## config.mk

```make
export PLATFORM = sky130hd
export DESIGN_NAME = instr_packer_flat
export DESIGN_NICKNAME = d
export VERILOG_FILES = /design/src/rtl/instr_packer_if.sv /design/src/rtl/instr_packer.sv /design/src/flat_wrapper.sv
export SDC_FILE = /design/constraint.sdc
export NUM_CORES = 1
export LEC_CHECK = 0
export CAP_MARGIN = 20
export CORE_MARGIN = 2
export CORE_UTILIZATION = 51
export CTS_CLUSTER_DIAMETER = 30
export CTS_CLUSTER_SIZE = 25
export DETAILED_ROUTE_END_ITERATION = 8
export PLACE_DENSITY = 0.87
export SLEW_MARGIN = 20
export SYNTH_ARGS = -nofsm -noshare
export SYNTH_HDL_FRONTEND = slang
export SYNTH_SLANG_ARGS = --single-unit
```

## constraint.sdc

```tcl
create_clock -name clk -period 2.93 [get_ports clk]
set_input_delay 0.4395 -clock clk [delete_from_list [all_inputs] [get_ports clk]]
set_output_delay 0.4395 -clock clk [all_outputs]
set_load 0.05 [all_outputs]
```

## src/rtl/instr_packer_if.sv

```systemverilog
`default_nettype none
// ============================================================================
// Module      : instr_packer_if
// Description : Field-set input handshake and packed-word output handshake
//               of the instruction packer.
// Revision    : 1.0 - initial release
// ============================================================================
interface instr_packer_if;
  // Field-set side
  logic        in_valid;
  logic        in_ready;
  logic [1:0]  fmt;
  logic [6:0]  opcode;
  logic [4:0]  rs1;
  logic [4:0]  rs2;
  logic [4:0]  rd;
  logic [4:0]  shamt;
  logic [5:0]  funct;
  logic [15:0] offset;
  logic [25:0] imme;
  // Packed-word side
  logic        out_valid;
  logic        out_ready;
  logic [31:0] out_instr;
  logic [31:0] out_addr;

  // Packer view
  modport slave (
    input  in_valid, fmt, opcode, rs1, rs2, rd, shamt, funct, offset, imme,
    input  out_ready,
    output in_ready, out_valid, out_instr, out_addr
  );

  // Producer / sink view
  modport master (
    output in_valid, fmt, opcode, rs1, rs2, rd, shamt, funct, offset, imme,
    output out_ready,
    input  in_ready, out_valid, out_instr, out_addr
  );
endinterface
`default_nettype wire

```

## src/rtl/instr_packer.sv

```systemverilog
`default_nettype none
// ============================================================================
// Module      : instr_packer
// Description : Packs R/I/J field sets into 32-bit words, buffers them in a
//               2-entry FIFO and tags each word with a byte address counter.
//               Optional macro INSTR_PACKER_CHECK_EN drops illegal field sets
//               (fmt==11 or opcode[6]==1) and pulses err.
// Revision    : 1.0 - initial release
// ============================================================================
module instr_packer (
  input  wire logic        clk,
  input  wire logic        rst_n,
  instr_packer_if.slave    bus,
  input  wire logic        base_load,
  input  wire logic [31:0] base_addr,
  output logic      [15:0] count,
  output logic             err
);

  localparam logic [1:0]  FMT_R     = 2'b00;
  localparam logic [1:0]  FMT_I     = 2'b01;
  localparam logic [15:0] COUNT_MAX = 16'hFFFF;

  logic [31:0] mem_q [2];
  logic [31:0] mem_d [2];
  logic        rd_ptr_q, rd_ptr_d;
  logic        wr_ptr_q, wr_ptr_d;
  logic [1:0]  occ_q, occ_d;
  logic [31:0] addr_q, addr_d;
  logic [15:0] count_q, count_d;
  logic        err_q, err_d;

  logic [31:0] packed_word;
  logic        drop;
  logic        accept;
  logic        push;
  logic        pop;
  logic        full;
  logic        empty;

  assign full  = (occ_q == 2'd2);
  assign empty = (occ_q == 2'd0);

  assign bus.in_ready  = ~full;
  assign bus.out_valid = ~empty;
  assign bus.out_instr = mem_q[rd_ptr_q];
  assign bus.out_addr  = addr_q;
  assign count         = count_q;
  assign err           = err_q;

  // Format selects the field layout; fmt==11 falls through to the J layout.
  always_comb begin
    packed_word = '0;
    case (bus.fmt)
      FMT_R:   packed_word = {bus.opcode[5:0], bus.rs1, bus.rs2, bus.rd,
                              bus.shamt, bus.funct};
      FMT_I:   packed_word = {bus.opcode[5:0], bus.rs1, bus.rs2, bus.offset};
      default: packed_word = {bus.opcode[5:0], bus.imme};
    endcase
  end

`ifdef INSTR_PACKER_CHECK_EN
  // Illegal field sets are consumed (handshake completes) but never stored.
  assign drop = (bus.fmt == 2'b11) || bus.opcode[6];
`else
  // opcode[6] carries no meaning when legality checking is off.
  logic unused_opcode_msb;
  assign unused_opcode_msb = bus.opcode[6];
  assign drop = 1'b0;
`endif

  assign accept = bus.in_valid & ~full;
  assign push   = accept & ~drop;
  assign pop    = ~empty & bus.out_ready;

  // Next-state for FIFO, address counter, pop counter and error pulse.
  always_comb begin
    mem_d[0] = mem_q[0];
    mem_d[1] = mem_q[1];
    wr_ptr_d = wr_ptr_q;
    rd_ptr_d = rd_ptr_q;
    occ_d    = occ_q;
    addr_d   = addr_q;
    count_d  = count_q;
    err_d    = accept & drop;

    if (push) begin
      mem_d[wr_ptr_q] = packed_word;
      wr_ptr_d        = ~wr_ptr_q;
    end
    if (pop) begin
      rd_ptr_d = ~rd_ptr_q;
    end
    case ({push, pop})
      2'b10:   occ_d = occ_q + 2'd1;
      2'b01:   occ_d = occ_q - 2'd1;
      default: occ_d = occ_q;
    endcase

    // A load wins over the pop increment; the pop still counts.
    if (base_load) begin
      addr_d = base_addr;
    end else if (pop) begin
      addr_d = addr_q + 32'd4;
    end
    if (pop && (count_q != COUNT_MAX)) begin
      count_d = count_q + 16'd1;
    end
  end

  // State registers; reset empties the FIFO and clears the head word to 0.
  always_ff @(posedge clk or negedge rst_n) begin
    if (!rst_n) begin
      mem_q[0] <= '0;
      mem_q[1] <= '0;
      wr_ptr_q <= 1'b0;
      rd_ptr_q <= 1'b0;
      occ_q    <= 2'd0;
      addr_q   <= '0;
      count_q  <= '0;
      err_q    <= 1'b0;
    end else begin
      mem_q[0] <= mem_d[0];
      mem_q[1] <= mem_d[1];
      wr_ptr_q <= wr_ptr_d;
      rd_ptr_q <= rd_ptr_d;
      occ_q    <= occ_d;
      addr_q   <= addr_d;
      count_q  <= count_d;
      err_q    <= err_d;
    end
  end

endmodule
`default_nettype wire

```

## src/flat_wrapper.sv

```systemverilog
// flat-port wrapper written by rule: the top's interface ports become plain ports
module instr_packer_flat 
  (clk, rst_n, base_load, base_addr, count, err, bus_in_valid, bus_fmt, bus_opcode, bus_rs1, bus_rs2, bus_rd, bus_shamt, bus_funct, bus_offset, bus_imme, bus_out_ready, bus_in_ready, bus_out_valid, bus_out_instr, bus_out_addr);
  instr_packer_if bus_i ();
  input  wire logic clk;
  input  wire logic rst_n;
  input  wire logic base_load;
  input  wire logic [31:0] base_addr;
  output logic      [15:0] count;
  output logic err;
  input wire logic [$bits(bus_i.in_valid)-1:0] bus_in_valid;
  input wire logic [$bits(bus_i.fmt)-1:0] bus_fmt;
  input wire logic [$bits(bus_i.opcode)-1:0] bus_opcode;
  input wire logic [$bits(bus_i.rs1)-1:0] bus_rs1;
  input wire logic [$bits(bus_i.rs2)-1:0] bus_rs2;
  input wire logic [$bits(bus_i.rd)-1:0] bus_rd;
  input wire logic [$bits(bus_i.shamt)-1:0] bus_shamt;
  input wire logic [$bits(bus_i.funct)-1:0] bus_funct;
  input wire logic [$bits(bus_i.offset)-1:0] bus_offset;
  input wire logic [$bits(bus_i.imme)-1:0] bus_imme;
  input wire logic [$bits(bus_i.out_ready)-1:0] bus_out_ready;
  output wire logic [$bits(bus_i.in_ready)-1:0] bus_in_ready;
  output wire logic [$bits(bus_i.out_valid)-1:0] bus_out_valid;
  output wire logic [$bits(bus_i.out_instr)-1:0] bus_out_instr;
  output wire logic [$bits(bus_i.out_addr)-1:0] bus_out_addr;
  assign bus_i.in_valid = bus_in_valid;
  assign bus_i.fmt = bus_fmt;
  assign bus_i.opcode = bus_opcode;
  assign bus_i.rs1 = bus_rs1;
  assign bus_i.rs2 = bus_rs2;
  assign bus_i.rd = bus_rd;
  assign bus_i.shamt = bus_shamt;
  assign bus_i.funct = bus_funct;
  assign bus_i.offset = bus_offset;
  assign bus_i.imme = bus_imme;
  assign bus_i.out_ready = bus_out_ready;
  assign bus_in_ready = bus_i.in_ready;
  assign bus_out_valid = bus_i.out_valid;
  assign bus_out_instr = bus_i.out_instr;
  assign bus_out_addr = bus_i.out_addr;
  instr_packer u_core (.clk(clk), .rst_n(rst_n), .bus(bus_i), .base_load(base_load), .base_addr(base_addr), .count(count), .err(err));
endmodule
```

== After elaboration in Yosys (flattened, before gate mapping) ==
Cells that the tools add are included.
Cells by class
  equal/unequal tests: 5
  reduce and logical (&&, ||, !) cells: 6
  add/sub/neg operators: 4
  multiplexer cells: 10
  bitwise operators: 8
  $lt $le $gt $ge: 3
Operators by type and width (number)
  $mux W32: 6
  $bwmux W64: 1
  $pmux W26 S2: 1
  $add A32 B3 Y32 const B: 1
  $demux W32 S1: 1
  $add A16 B1 Y16 const B: 1
  $ne A16 B16 Y1 const B: 1
  $eq A2 B1 Y1 const B: 2
  $eq A2 B2 Y1 const B: 2
  $ge A2 B2 Y1 const B: 2
  $logic_not A2 Y1: 2
  $not A1 Y1: 4
  $not A1 Y2: 2
  $pmux W2 S2: 1
  $reduce_bool A2 Y1: 2
  $add A2 B1 Y2 const B: 1
  $and A1 B1 Y1: 2
  $logic_and A1 B1 Y1: 2
  $lt A2 B1 Y1 const B: 1
  $sub A2 B1 Y2 const B: 1
Word-level totals
  output and inout bits: 83
  bits of input ports: 114
  register bits: 116
  word-level logic and storage cells: 43

== Logic depth before layout (Yosys ltp) ==
  depth after elaboration: 6
  gate-level depth with buffers: 7
  gate-level depth less buffers: 6

== Worst setup path before layout ==
Ideal clock, no wire load.
  path kind: register to register
  from: register u_core.addr_q[2] (netlist: u_core.bus.out_addr[2])
  to: register u_core.addr_q[30] (netlist: u_core.bus.out_addr[30])
  setup slack: 933 ps
  buffers on the path: 1
  clock period less this slack: 1997 ps
  arrival: 1866 ps
  cell stages (with the launch flop): 7
  required time: 2799 ps
  library setup time: 131 ps
  cell sequence: dfrtp_1 ha_1 o2111a_2 and3_4 buf_6 a21boi_0 or3_1
Between the ends
  longest elaborated chain between the ends: 3
Ends and longest elaborated chain
  from (decl): RTL line instr_packer.sv:29  | logic [31:0] addr_q, addr_d;
  from (signal assigned): RTL line instr_packer.sv:128  | addr_q <= addr_d;
  $add A32 B3 Y32: RTL line instr_packer.sv:104  | addr_d = addr_q + 32'd4;
  $mux W32: RTL line instr_packer.sv:103  | end else if (pop) begin
  $mux W32: RTL line instr_packer.sv:101  | if (base_load) begin
Every way passes these cells. The select of a mux whose other input is x is not followed.
A chain may end at the register's enable or synchronous reset.

== Worst setup path in the final report ==
  from: register u_core.occ_q[0]
  to: output bus_in_ready
Between the ends
  longest elaborated chain between the ends: 2
Ends and longest elaborated chain
  from (decl): RTL line instr_packer.sv:28  | logic [1:0] occ_q, occ_d;
  from (signal assigned): RTL line instr_packer.sv:118  | occ_q <= 2'd0;
  from (signal assigned): RTL line instr_packer.sv:127  | occ_q <= occ_d;
  $eq A2 B2 Y1: RTL line instr_packer.sv:41  | assign full = (occ_q == 2'd2);
  $not A1 Y1: RTL line instr_packer.sv:44  | assign bus.in_ready = ~full;
  to (decl): RTL line flat_wrapper.sv:22  | output wire logic [$bits(bus_i.in_ready)-1:0] bus_in_ready;
Every way passes these cells.

==> impl_results.md <==
- Status: finished, final reports clean
- Max Freq: 408 MHz
- CP peak stage delay: 0.89 ns
- Ys async rst share: 1.00
- CP Max Fanout: 6
- Setup Viol. Count Final: 0
- Worst r2r path cells: 4
- Total wire length: 16.8 mm
- Max VDD drop: 0.000402 V
- All-Layer GR Usage: 0.263
- Core area: 11,900 µm²
- Die span in x: 114 µm
- Routing usage on met3: 0.0717
- R2R Path End: u_core.bus.out_addr[23]
- Drt pass-1 iters: 6
- Largest area contributor in the netlist: dfrtp_1
- Relative slew slack: 0.483
- Grt met2 use: 0.437
- CP endpoint: bus_in_ready
- TNS Setup: 0 ns
- GP Congestion: 0.867
- CTS Hold Buffers Added: 0
- Vias in the first global route: 5,496
- RSZ-0062 raised after global routing: no
- Slew Viols, Final: 0
- Routed WL per cell: 17.5 µm
- Post-route ant nets: 0
- Resize count post-CTS: 0
- Period utilisation layout: 0.837
- 1st-iter DRT viols: 369
- Die height: 114 µm
- Startpoint Class: flop
- Number of diodes: 0
- Row cnt: 40
- Max Buffers Root-to-Sink: 2
- Ports: 197
- Pin count of the biggest net entering global routing: 60
- Fin util: 0.763
- Power Dens Cells: 1050 nW/µm²
- Inserted Clock Buffers: 17
- CTS sink cnt: 116
- Fin. Hold Viols: 0
- Slowest cell on the critical path: clkdlybuf4s50_1
- Yosys warning count: 0
- Die area: 12,900 µm²
- Synth cell types: 54
- Total global routing overflow: 0
- LEAKAGE: 0.00387 µW
- Layout Nets: 915
- Reg2reg setup slack: 0.99 ns
- Average cell area after synthesis: 9.93 µm²
- # H-tree levels: 4
- Worst-path clk slew: 0.06 ns
- DRC Markers: 0
- Synth Instances: 617
- Crit path arrival time: 2.01 ns
- Synthesized area: 6130 µm²
- Register area share after synthesis: 0.474
- Synth top area share: 0.474
- Post-CTS Setup Bufs: 0
- FF+latch count, synth: 116
- P&R area growth vs syn: 47.6%
- Ys flop type: dfrtp_1
- Worst r2r src: u_core.bus.out_addr[12]
- Critical path startpoint: u_core.occ_q[0]
- TritonCTS clock tree: done
- Initial antenna violation count: 0
- Gr busiest metal: met2
- CTS root buffer: clkbuf_16
- Insertion delay to the later sink of the worst-skew pair: 0.41 ns
- CP Class: flop to output port
- Tmin final: 2.45 ns
- Initial Util: 0.517
- Max_cap viols: 0
- Top post-synthesis cells by area: dfrtp_1 (47%), mux2_2 (8.8%), o21ai_0 (5.8%), nand2_1 (5.3%), mux2i_1 (4.6%)
- Final HPWL DP: 12.0 mm
- Worst setup EP type: output port
- Met1 GRT Util: 0.334
- HP Class: primary input to asynchronous set/reset pin
- Vias: 5,539
- Crit-path cells: or2b_1 > clkdlybuf4s50_1
- CP Data Required Time: 2.49 ns
- Post-Syn Nets: 734
- Global-route wire length before repair: 26.9 mm
- EDFF count, synth: 0
- Via density: 5.78
- Port Buf Inserts: 194
- Worst-Margin Slew: 0.775 ns
- Layout cells sized above 1: 0.165
- Worst Skew: 0.0118 ns
## placed cells by master, fill, tap and decap left out, types with 3 or more instances in the layout
| master | Yosys | final |
|---|---|---|
| clkbuf_16 | 0 | 17 |
| nor2b_1 | 9 | 9 |
| clkdlybuf4s50_1 | 0 | 160 |
| dfrtp_1 | 116 | 116 |
| o211ai_1 | 6 | 6 |
| nor2_1 | 26 | 26 |
| nor3_1 | 9 | 9 |
| and3_1 | 11 | 11 |
| or3_1 | 3 | 3 |
| or4_1 | 5 | 5 |
| and2_1 | 3 | 3 |
| mux2_2 | 48 | 48 |
| clkinv_2 | 0 | 4 |
| inv_1 | 3 | 3 |
| nand2_1 | 87 | 87 |
| o21ai_0 | 71 | 71 |
| ha_1 | 3 | 3 |
| buf_12 | 0 | 35 |
| a211o_1 | 3 | 3 |
| mux2i_1 | 28 | 28 |
| xnor2_1 | 12 | 12 |
| a22oi_1 | 5 | 5 |
| a31oi_1 | 5 | 5 |
| xor2_1 | 10 | 10 |
| nor3b_1 | 3 | 3 |
| nor4_4 | 3 | 3 |
| buf_4 | 2 | 6 |
| a21oi_1 | 27 | 27 |
| nand4_1 | 16 | 16 |
| a41oi_1 | 3 | 3 |
| and4_1 | 4 | 4 |
| nand3_1 | 31 | 30 |
| clkinvlp_4 | 0 | 5 |
## registers in the layout, indices dropped and copies added, names as in the netlist
name                 cells
u_core.bus.out_addr     32
u_core.count            16
u_core.mem_q            64
u_core.occ_q             2
u_core.rd_ptr_q          1
u_core.wr_ptr_q          1
## layer usage
metal	routed length [µm]	part of all wire	vias to the layer above
met2	8070	0.48	264
li1	-	-	2582
met4	256	0.015	0
met3	1480	0.088	27
met5	0	0	-
met1	6980	0.42	2666
## how the worst min path moves through the flow
stage | end | slack [ns] | cells after the start
floorplan | u_core.bus.out_addr[0] | 0.14 | 0
global placement | u_core.mem_q[16] | 0.46 | 2
detailed placement | u_core.mem_q[13] | 0.47 | 2
CTS | u_core.mem_q[24] | 0.13 | 1
global route | u_core.mem_q[24] | 0.15 | 1
finish | u_core.mem_q[24] | 0.11 | 1
## cells by family after synthesis
kind of cell / count (synthesis) / share of synthesized area
AOI/OAI and AO/OA: 131 / 0.125
muxes: 76 / 0.134
DFF: 116 / 0.474
buffers and inverters: 44 / 0.0357
xor gates and xnor gates: 22 / 0.0314
adders and majority gates: 3 / 0.00613
and+or+nand+nor: 224 / 0.193
other: 1 / 0.000612
## cells in the mapped netlist (4+ instances only)
master and count:
clkbuf_1 22, a22oi_1 5, mux2i_1 28, nand4_1 16, dfrtp_1 116, nor2_1 26, or4_1 5, buf_2 11
o211ai_1 6, xor2_1 10, a21oi_1 27, nor2b_1 9, a31oi_1 5, and4_1 4, mux2_2 48, nor3_1 9
xnor2_1 12, o21ai_0 71, and3_1 11, nand3_1 31, buf_6 4, nand2_1 87
## critical path: cells and delay by family (launching register included)
kind,cells,cell delay [ns]
flops,1,0.48
simple gates,1,0.23
buf+inv,1,0.89
## where the power goes
part / leakage [µW] / total [µW] / switching (µW) / internal, µW
registers: 0.00143 / 2550 / 405 / 2150
logic: 0.00217 / 4960 / 2740 / 2230
clock network: 0.000271 / 2000 / 731 / 1270
## final cells by class
type	instances	area [µm²]
flip-flops and latches	116	2900
clock inverters	13	135
repair buffers	202	2350
clock buffers	19	443
multi-input cells	457	3010
fillers	797	2820
well taps	147	184
inverters	4	17.5
## metrics by stage
step           cell area [µm²]  hold WS (ns)  cells  power [µW]  setup WS, ns
2_1_floorplan             6130         0.144    617        5280         0.933
3_3_place_gp              8470         0.457    926        7370         0.661
3_5_place_dp              8470         0.467    926        7530         0.613
4_1_cts                   9040         0.132    958        9570         0.462
5_1_grt                   9040         0.153    958        9940         0.412
6_report                  9040         0.112    958        9510         0.477
(Power assumes the default switching activity.)
